**src/rtl/ram_fifo_ctrl_if.sv**
```systemverilog
// Push/pop handshake, status and RAM-side signals of the RAM-backed FIFO controller.
// slave is the controller's view; master is the view of the surrounding logic.
interface ram_fifo_ctrl_if #(
   parameter int unsigned DATA_W = 4,
   parameter int unsigned ADDR_W = 3
);
   logic              flush;
   logic              in_valid;
   logic              in_ready;
   logic [DATA_W-1:0] in_data;
   logic              out_valid;
   logic              out_ready;
   logic [DATA_W-1:0] out_data;
   logic              almost_full;
   logic [ADDR_W+1:0] level;
   logic              ram_write_en;
   logic [ADDR_W-1:0] ram_write_addr;
   logic [DATA_W-1:0] ram_write_data;
   logic              ram_read_en;
   logic [ADDR_W-1:0] ram_read_addr;
   logic [DATA_W-1:0] ram_read_data;

   modport slave (
      input  flush, in_valid, in_data, out_ready, ram_read_data,
      output in_ready, out_valid, out_data, almost_full, level,
             ram_write_en, ram_write_addr, ram_write_data,
             ram_read_en, ram_read_addr
   );

   modport master (
      output flush, in_valid, in_data, out_ready, ram_read_data,
      input  in_ready, out_valid, out_data, almost_full, level,
             ram_write_en, ram_write_addr, ram_write_data,
             ram_read_en, ram_read_addr
   );
endinterface

```
**src/rtl/ram_fifo_ctrl.sv**
```systemverilog
// Show-ahead FIFO controller driving an external dual-port RAM; the RAM's
// registered read port acts as the single output stage.
module ram_fifo_ctrl #(
   parameter int unsigned DATA_W   = 4,
   parameter int unsigned ADDR_W   = 3,
   parameter int unsigned AFULL_TH = 6
) (
   input  logic           clk,
   input  logic           rst_n,
   ram_fifo_ctrl_if.slave bus
);
   localparam logic [ADDR_W:0]   FULL_C  = {1'b1, {ADDR_W{1'b0}}};
   localparam logic [ADDR_W:0]   AFULL_C = AFULL_TH[ADDR_W:0];
   localparam logic [ADDR_W:0]   CNT_ONE = {{ADDR_W{1'b0}}, 1'b1};
   localparam logic [ADDR_W-1:0] PTR_ONE = CNT_ONE[ADDR_W-1:0];

   logic [ADDR_W-1:0] wr_ptr_q, wr_ptr_d;
   logic [ADDR_W-1:0] rd_ptr_q, rd_ptr_d;
   logic [ADDR_W:0]   count_q, count_d;
   logic              out_valid_q, out_valid_d;
   logic              in_ready;
   logic              push;
   logic              fetch;
   logic [DATA_W-1:0] wdata;

   always_comb begin
      in_ready    = (count_q != FULL_C);
      push        = bus.in_valid & in_ready & ~bus.flush;
      // Refill the read register whenever it is empty or being drained this cycle.
      fetch       = (count_q != '0) & (~out_valid_q | bus.out_ready) & ~bus.flush;
      wr_ptr_d    = wr_ptr_q;
      rd_ptr_d    = rd_ptr_q;
      count_d     = count_q;
      out_valid_d = out_valid_q;
      if (bus.flush) begin
         wr_ptr_d    = '0;
         rd_ptr_d    = '0;
         count_d     = '0;
         out_valid_d = 1'b0;
      end else begin
         if (push)  wr_ptr_d = wr_ptr_q + PTR_ONE;
         if (fetch) rd_ptr_d = rd_ptr_q + PTR_ONE;
         case ({push, fetch})
            2'b10:   count_d = count_q + CNT_ONE;
            2'b01:   count_d = count_q - CNT_ONE;
            default: count_d = count_q;
         endcase
         if (fetch)                           out_valid_d = 1'b1;
         else if (out_valid_q & bus.out_ready) out_valid_d = 1'b0;
      end
   end

   always_ff @(posedge clk or negedge rst_n) begin
      if (!rst_n) begin
         wr_ptr_q    <= '0;
         rd_ptr_q    <= '0;
         count_q     <= '0;
         out_valid_q <= 1'b0;
      end else begin
         wr_ptr_q    <= wr_ptr_d;
         rd_ptr_q    <= rd_ptr_d;
         count_q     <= count_d;
         out_valid_q <= out_valid_d;
      end
   end

   assign wdata              = bus.in_data;
   assign bus.in_ready       = in_ready;
   assign bus.out_valid      = out_valid_q;
   assign bus.out_data       = bus.ram_read_data;
   assign bus.almost_full    = (count_q >= AFULL_C);
   assign bus.level          = {1'b0, count_q} + {{(ADDR_W+1){1'b0}}, out_valid_q};
   assign bus.ram_write_en   = push;
   assign bus.ram_write_addr = wr_ptr_q;
   assign bus.ram_write_data = wdata;
   assign bus.ram_read_en    = fetch;
   assign bus.ram_read_addr  = rd_ptr_q;
endmodule

```
**src/flat_wrapper.sv**
```systemverilog
// flat-port wrapper written by rule: the top's interface ports become plain ports
module ram_fifo_ctrl_flat 
#(
   parameter int unsigned DATA_W   = 4,
   parameter int unsigned ADDR_W   = 3,
   parameter int unsigned AFULL_TH = 6
)
  (clk, rst_n, bus_flush, bus_in_valid, bus_in_data, bus_out_ready, bus_ram_read_data, bus_in_ready, bus_out_valid, bus_out_data, bus_almost_full, bus_level, bus_ram_write_en, bus_ram_write_addr, bus_ram_write_data, bus_ram_read_en, bus_ram_read_addr);
  ram_fifo_ctrl_if #(.DATA_W(DATA_W), .ADDR_W(ADDR_W)) bus_i ();
  input  logic clk;
  input  logic rst_n;
  input wire logic [$bits(bus_i.flush)-1:0] bus_flush;
  input wire logic [$bits(bus_i.in_valid)-1:0] bus_in_valid;
  input wire logic [$bits(bus_i.in_data)-1:0] bus_in_data;
  input wire logic [$bits(bus_i.out_ready)-1:0] bus_out_ready;
  input wire logic [$bits(bus_i.ram_read_data)-1:0] bus_ram_read_data;
  output wire logic [$bits(bus_i.in_ready)-1:0] bus_in_ready;
  output wire logic [$bits(bus_i.out_valid)-1:0] bus_out_valid;
  output wire logic [$bits(bus_i.out_data)-1:0] bus_out_data;
  output wire logic [$bits(bus_i.almost_full)-1:0] bus_almost_full;
  output wire logic [$bits(bus_i.level)-1:0] bus_level;
  output wire logic [$bits(bus_i.ram_write_en)-1:0] bus_ram_write_en;
  output wire logic [$bits(bus_i.ram_write_addr)-1:0] bus_ram_write_addr;
  output wire logic [$bits(bus_i.ram_write_data)-1:0] bus_ram_write_data;
  output wire logic [$bits(bus_i.ram_read_en)-1:0] bus_ram_read_en;
  output wire logic [$bits(bus_i.ram_read_addr)-1:0] bus_ram_read_addr;
  assign bus_i.flush = bus_flush;
  assign bus_i.in_valid = bus_in_valid;
  assign bus_i.in_data = bus_in_data;
  assign bus_i.out_ready = bus_out_ready;
  assign bus_i.ram_read_data = bus_ram_read_data;
  assign bus_in_ready = bus_i.in_ready;
  assign bus_out_valid = bus_i.out_valid;
  assign bus_out_data = bus_i.out_data;
  assign bus_almost_full = bus_i.almost_full;
  assign bus_level = bus_i.level;
  assign bus_ram_write_en = bus_i.ram_write_en;
  assign bus_ram_write_addr = bus_i.ram_write_addr;
  assign bus_ram_write_data = bus_i.ram_write_data;
  assign bus_ram_read_en = bus_i.ram_read_en;
  assign bus_ram_read_addr = bus_i.ram_read_addr;
  ram_fifo_ctrl #(.DATA_W(DATA_W), .ADDR_W(ADDR_W), .AFULL_TH(AFULL_TH)) u_core (.clk(clk), .rst_n(rst_n), .bus(bus_i));
endmodule
```
**config.mk**
```make
export PLATFORM = sky130hd
export DESIGN_NAME = ram_fifo_ctrl_flat
export DESIGN_NICKNAME = d
export VERILOG_FILES = /design/src/rtl/ram_fifo_ctrl_if.sv /design/src/rtl/ram_fifo_ctrl.sv /design/src/flat_wrapper.sv
export SDC_FILE = /design/constraint.sdc
export NUM_CORES = 1
export LEC_CHECK = 0
export ABC_AREA = 1
export CAP_MARGIN = 10
export CORE_ASPECT_RATIO = 0.7
export CORE_MARGIN = 2
export CORE_UTILIZATION = 45
export DETAILED_ROUTE_END_ITERATION = 16
export GPL_TIMING_DRIVEN = 0
export HOLD_SLACK_MARGIN = 0.06
export PLACE_DENSITY = 0.82
export SYNTH_ARGS = -nofsm -noshare
export SYNTH_HDL_FRONTEND = slang
export SYNTH_SLANG_ARGS = --single-unit
```
**constraint.sdc**
```tcl
create_clock -name clk -period 2.95 [get_ports clk]
set_clock_uncertainty 0.1 [all_clocks]
set_input_delay 0.4425 -clock clk [delete_from_list [all_inputs] [get_ports clk]]
set_output_delay 0.4425 -clock clk [all_outputs]
set_load 0.01 [all_outputs]
```
# ---- After elaboration in Yosys (flattened, before gate mapping)
# Cells that the tools add are included.
dict set report totals {
  in_bits 13
  wordCells 35
  regBits 11
}
dict set report op_classes {
  muxes 9
  n_eq_ne 3
  bitwise_logic 8
  reduce_logical 5
  magnitude_cmp 1
  n_addsub 5
}
# op count
set op_table {}
lappend op_table {{$mux W3} 4}
lappend op_table {{$pmux W4 S2} 1}
lappend op_table {{$add A3 B1 Y3 const B} 2}
lappend op_table {{$reduce_bool A3 Y1} 2}
lappend op_table {{$add A4 B1 Y5} 1}
lappend op_table {{$and A1 B1 Y1} 5}
lappend op_table {{$add A4 B1 Y4 const B} 1}
lappend op_table {{$ge A4 B3 Y1 const B} 1}
lappend op_table {{$mux W4} 1}
lappend op_table {{$ne A4 B4 Y1 const B} 1}
lappend op_table {{$reduce_bool A2 Y1} 2}
lappend op_table {{$reduce_bool A4 Y1} 1}
lappend op_table {{$sub A4 B1 Y4 const B} 1}
lappend op_table {{$mux W1} 3}
lappend op_table {{$eq A2 B1 Y1 const B} 1}
lappend op_table {{$eq A2 B2 Y1 const B} 1}
lappend op_table {{$not A1 Y1} 2}
lappend op_table {{$or A1 B1 Y1} 1}

# ---- Longest topological paths before layout
dict set report logic_depth {
  ltp_word 7
  ltp_mapped 16
}

# ---- Worst setup path after synthesis
# Ideal clock, no wire load.
dict set report synth_timing {
  path_kind {register -> register}
  from {reg u_core.count_q[0]}
  to {reg u_core.count_q[3]}
  arrival_ps 1809
  required_time_ps 2734
  setup_slack_ps 924
  stages_incl_launch_ff 15
  setup_time_ps 116
  n_path_buf 0
  path_cell_list {dfrtp_1 -> nor2_2 -> nand2_4 -> nand2_8 -> nand2_4 -> nor2_4 -> ha_1 -> a21oi_1 -> nand3_1 -> nand2_1 -> inv_1 -> nand2_1 -> nand2_1 -> nand2_1 -> nand2_1}
}
dict set report synth_between {
  elab_chain_cells 6
}
# element line
set synth_rtl {}
lappend synth_rtl {{from (decl)} ram_fifo_ctrl.sv:19} ;# logic [ADDR_W:0] count_q, count_d;
lappend synth_rtl {{from (signal assigned)} ram_fifo_ctrl.sv:62} ;# count_q <= count_d;
lappend synth_rtl {{$ne A4 B4 Y1 *} ram_fifo_ctrl.sv:27} ;# in_ready = (count_q != FULL_C);
lappend synth_rtl {{net bus_in_ready} flat_wrapper.sv:17} ;# output wire logic [$bits(bus_i.in_ready)-1:0] bus_in_ready;
lappend synth_rtl {{$and A1 B1 Y1 * (2 in series)} ram_fifo_ctrl.sv:28} ;# push = bus.in_valid & in_ready & ~bus.flush;
lappend synth_rtl {{$eq A2 B1 Y1 / $eq A2 B2 Y1 (equally long branches)} ram_fifo_ctrl.sv:43} ;# case ({push, fetch})
lappend synth_rtl {{$pmux W4 S2} ram_fifo_ctrl.sv:43}
lappend synth_rtl {{$mux W4} ram_fifo_ctrl.sv:35} ;# if (bus.flush) begin
# The timed path passes the listed nets; every way through them passes the cells marked *.
# A chain may end at the register's enable or synchronous reset.

# ---- Worst setup path in the final report
dict set report layout_timing {
  from {in bus_flush}
  to {out bus_ram_write_en}
}
dict set report layout_between {
  elab_chain_cells 2
}
# element line
set layout_rtl {}
lappend layout_rtl {{from (decl)} flat_wrapper.sv:12} ;# input wire logic [$bits(bus_i.flush)-1:0] bus_flush;
lappend layout_rtl {{$not A1 Y1} ram_fifo_ctrl.sv:28}
lappend layout_rtl {{$and A1 B1 Y1} ram_fifo_ctrl.sv:28}
lappend layout_rtl {{to (decl)} flat_wrapper.sv:22} ;# output wire logic [$bits(bus_i.ram_write_en)-1:0] bus_ram_write_en;
# Every way passes these cells.

==> impl_metrics.sql <==
INSERT INTO impl_metrics (metric_group, metric, value, unit) VALUES
('status', 'run_status', 'finished, final reports clean', ''),
('floorplan', 'initial_utilization', '0.473', ''),
('placement', 'port_buffers', '28', ''),
('setup_path', 'critical_path.n_buffers_inverters', '5', ''),
('clock_tree', 'cts_root_buffer', 'sky130_fd_sc_hd__clkbuf_4', ''),
('placement', 'detailedPlace.worstSlack', '0.409', 'ns'),
('timing', 'drv_slew', '0', ''),
('setup_path', 'crit_slowest_cell', 'sky130_fd_sc_hd__clkdlybuf4s50_1', ''),
('floorplan', 'die_height', '40.6', 'um'),
('drt', 'drt_first_pass_iters', '4', ''),
('finish', 'sequential_cell_area', '275', 'um2'),
('placement', 'gp_routability_congestion', '0.716', ''),
('drt', 'routed_wire_length_per_instance', '11.9', 'um'),
('hold_path', 'hp-class', 'flip-flop to flip-flop', ''),
('timing', 'headroom_to_the_max_slew_limit', '0.663', ''),
('timing', 'worst_slack', '0.435', 'ns'),
('yosys', 'post-synth-top-area-cell', 'sky130_fd_sc_hd__dfrtp_1', ''),
('global_route', 'global_route.overflow_total', '0', ''),
('clock_tree', 'htreeDepth', '1', ''),
('power', 'leakagePower', '0.600', 'nW'),
('power', 'power_share_of_the_clock_group', '0.120', ''),
('clock_tree', 'ctsResizeCount', '0', ''),
('yosys', 'synthesis.area_per_instance', '8.52', 'um2'),
('clock_tree', 'cts_buffers', '3', ''),
('yosys', 'synthesized_area_fraction_occupied_by_xor_and_xnor_cells', '0.0305', ''),
('clock_tree', 'clockBufferDepth', '2', ''),
('finish', 'post_route_cells_drive_above_1_share', '0.226', ''),
('setup_path', 'critical_path.endpoint_type', 'output pin', ''),
('power', 'switchingPower', '409', 'uW'),
('drt', 'drtAntennaViolNets', '0', ''),
('power', 'p_int', '514', 'uW'),
('power', 'max-vdd-ir-drop', '0.486', 'mV'),
('global_route', 'grt_pass1_vias', '673', ''),
('finish', 'multi_input_area', '455', 'um2'),
('drt', 'route.detailed.vias_per_inst', '4.77', ''),
('clock_tree', 'post_cts_buffers', '0', ''),
('setup_path', 'timing.critical_path.cells', 'clkdlybuf4s50_1, inv_1, clkbuf_8, nand3_1, inv_1, clkdlybuf4s50_1', ''),
('timing', 'post-route-period-util', '0.853', ''),
('yosys', 'synth_cells', '101', ''),
('flow_run', 'max_cap_viol_count', '0', ''),
('yosys', 'synth.area.mux_share', '0', ''),
('setup_path', 'classification_of_the_worst_setup_path', 'input port to output pin', ''),
('timing', 'tightestPinTransition', '0.503', 'ns'),
('drt', 'drtIter0Drc', '5', ''),
('yosys', 'synth-warning-count', '0', ''),
('clock_tree', 'clk_pin_slew_worst_paths', '0.07', 'ns'),
('global_route', 'grt_max_degree', '12', ''),
('drt', 'routed_wl', '1840', 'um'),
('placement', 'detailed_place_hpwl', '1530', 'um'),
('power', 'swShare', '0.443', ''),
('timing', 'finalCriticalPeriod', '2.52', 'ns'),
('global_route', 'antenna_found_initial', '0', ''),
('timing', 'fmaxAchievable', '398', 'MHz'),
('global_route', 'grt_first_pass_wirelength', '2970', 'um'),
('yosys', 'synth_top_area_share', '0.320', ''),
('finish', 'nets', '154', ''),
('setup_path', 'worstSetupPathDepth', '6', ''),
('timing', 'setup_viol', '0', ''),
('finish', 'fin_util', '0.656', ''),
('yosys', 'synthAdderAreaFrac', '0.110', ''),
('setup_path', 'r2r.worst_path.cells', '13', ''),
('power', 'power_frac_seq', '0.273', ''),
('clock_tree', 'cts_hold_buf', '0', ''),
('clock_tree', 'worstSkewPairLatency', '0.28', 'ns'),
('floorplan', 'die_x', '56.3', 'um'),
('floorplan', 'core_area', '1820', 'um2'),
('timing', 'finalSetupTns', '0', 'ns'),
('power', 'power.density_cell_area', '772', 'nW/um2'),
('hold_path', 'worstHoldStart', 'u_core.bus.ram_write_addr[2]', ''),
('timing', 'report.final.hold_viol_count', '0', ''),
('clock_tree', 'tritoncts_sinks', '11', '');
-- state kept, by name, summed over array words and instances (netlist names) --
register                   flops
u_core.bus.out_valid           1
u_core.bus.ram_read_addr       3
u_core.bus.ram_write_addr      3
u_core.count_q                 4
-- worst register-to-register path: cells and delay by family (launching register included) --
family / cells / cell delay (ns)
AO/OA/AOI/OAI: 2 / 0.40
adder cells (fa/ha/maj): 1 / 0.28
buffers and inverters: 2 / 0.14
flip-flops: 1 / 0.51
AND/OR/NAND/NOR: 8 / 0.65
-- placed cells by master, fill, tap and decap left out, drive strengths merged --
cell / n
nor2: 8
clkbuf: 5
nand3: 10
o21ai: 7
inv: 12
ha: 6
fa: 1
xnor2: 1
xor2: 2
dfrtp: 11
a21oi: 5
buf: 9
nand2: 28
clkdlybuf4s50: 28
-- worst paths after layout --
| check | end | slack, ns |
|---|---|---|
| setup reg to reg | u_core.count_q[3] | 0.75 |
| hold / removal | u_core.bus.ram_write_addr[2] | 0.36 |
| setup / recovery | bus_ram_write_en | 0.43 |
| hold reg to reg | u_core.bus.ram_write_addr[2] | 0.36 |
| max in group asynchronous | u_core.bus.ram_write_addr[2] | 2.02 |
| min in group asynchronous | u_core.bus.ram_read_addr[1] | 0.39 |
-- final cells by class --
type / instances / area share
timing repair buffer: 28 / 0.235
buffer: 10 / 0.0712
tap: 22 / 0.0230
inverter: 12 / 0.0377
clock buffer: 4 / 0.0220
sequential: 11 / 0.230
multi-input combinational: 68 / 0.381
-- through the flow --
step | std cells | cell area (um2)
floorplan | 101 | 861
global placement | 151 | 1170
detailed placement | 151 | 1170
CTS | 155 | 1190
global route | 155 | 1190
finish | 155 | 1190
-- power groups by stage --
stage,combinational (mW),clock [mW],sequential (mW)
after floorplan,0.344,0,0.253
after global placement,0.545,0,0.251
after detailed placement,0.565,0,0.255
after CTS,0.569,0.117,0.253
after global routing,0.625,0.119,0.260
final,0.560,0.110,0.252
-- Yosys cell counts --
cell / instances
sky130_fd_sc_hd__nand2_1: 23
sky130_fd_sc_hd__dfrtp_1: 11
sky130_fd_sc_hd__inv_1: 9
sky130_fd_sc_hd__buf_4: 8
sky130_fd_sc_hd__nand3_1: 8
sky130_fd_sc_hd__ha_1: 6
sky130_fd_sc_hd__o21ai_0: 4
sky130_fd_sc_hd__a21oi_1: 3
sky130_fd_sc_hd__inv_2: 3
sky130_fd_sc_hd__nand2_4: 3
sky130_fd_sc_hd__nor2_1: 3
sky130_fd_sc_hd__nor2_2: 3
sky130_fd_sc_hd__o21ai_1: 3
sky130_fd_sc_hd__a21oi_2: 2
sky130_fd_sc_hd__nor2_4: 2
sky130_fd_sc_hd__xor2_1: 2
sky130_fd_sc_hd__buf_6: 1
sky130_fd_sc_hd__clkbuf_8: 1
sky130_fd_sc_hd__fa_1: 1
sky130_fd_sc_hd__nand2_2: 1
sky130_fd_sc_hd__nand2_8: 1
sky130_fd_sc_hd__nand3_2: 1
sky130_fd_sc_hd__nand3_4: 1
sky130_fd_sc_hd__xnor2_1: 1
-- logic make-up after synthesis --
kind of cell             Yosys count
XOR/XNOR                           3
flip-flops                        11
buffers and inverters             22
adder cells (fa/ha/maj)            7
AO/OA/AOI/OAI                     12
AND/OR/NAND/NOR                   46
-- routing by layer --
metal | GRT usage | wire (um) | part of all wire
met1 | 0.217 | 765 | 0.42
met2 | 0.321 | 946 | 0.51
met3 | 0.0677 | 114 | 0.062
met4 | 0.0536 | 15 | 0.0081
met5 | 0 | 0 | 0
Power figures use the tool's default switching activity.
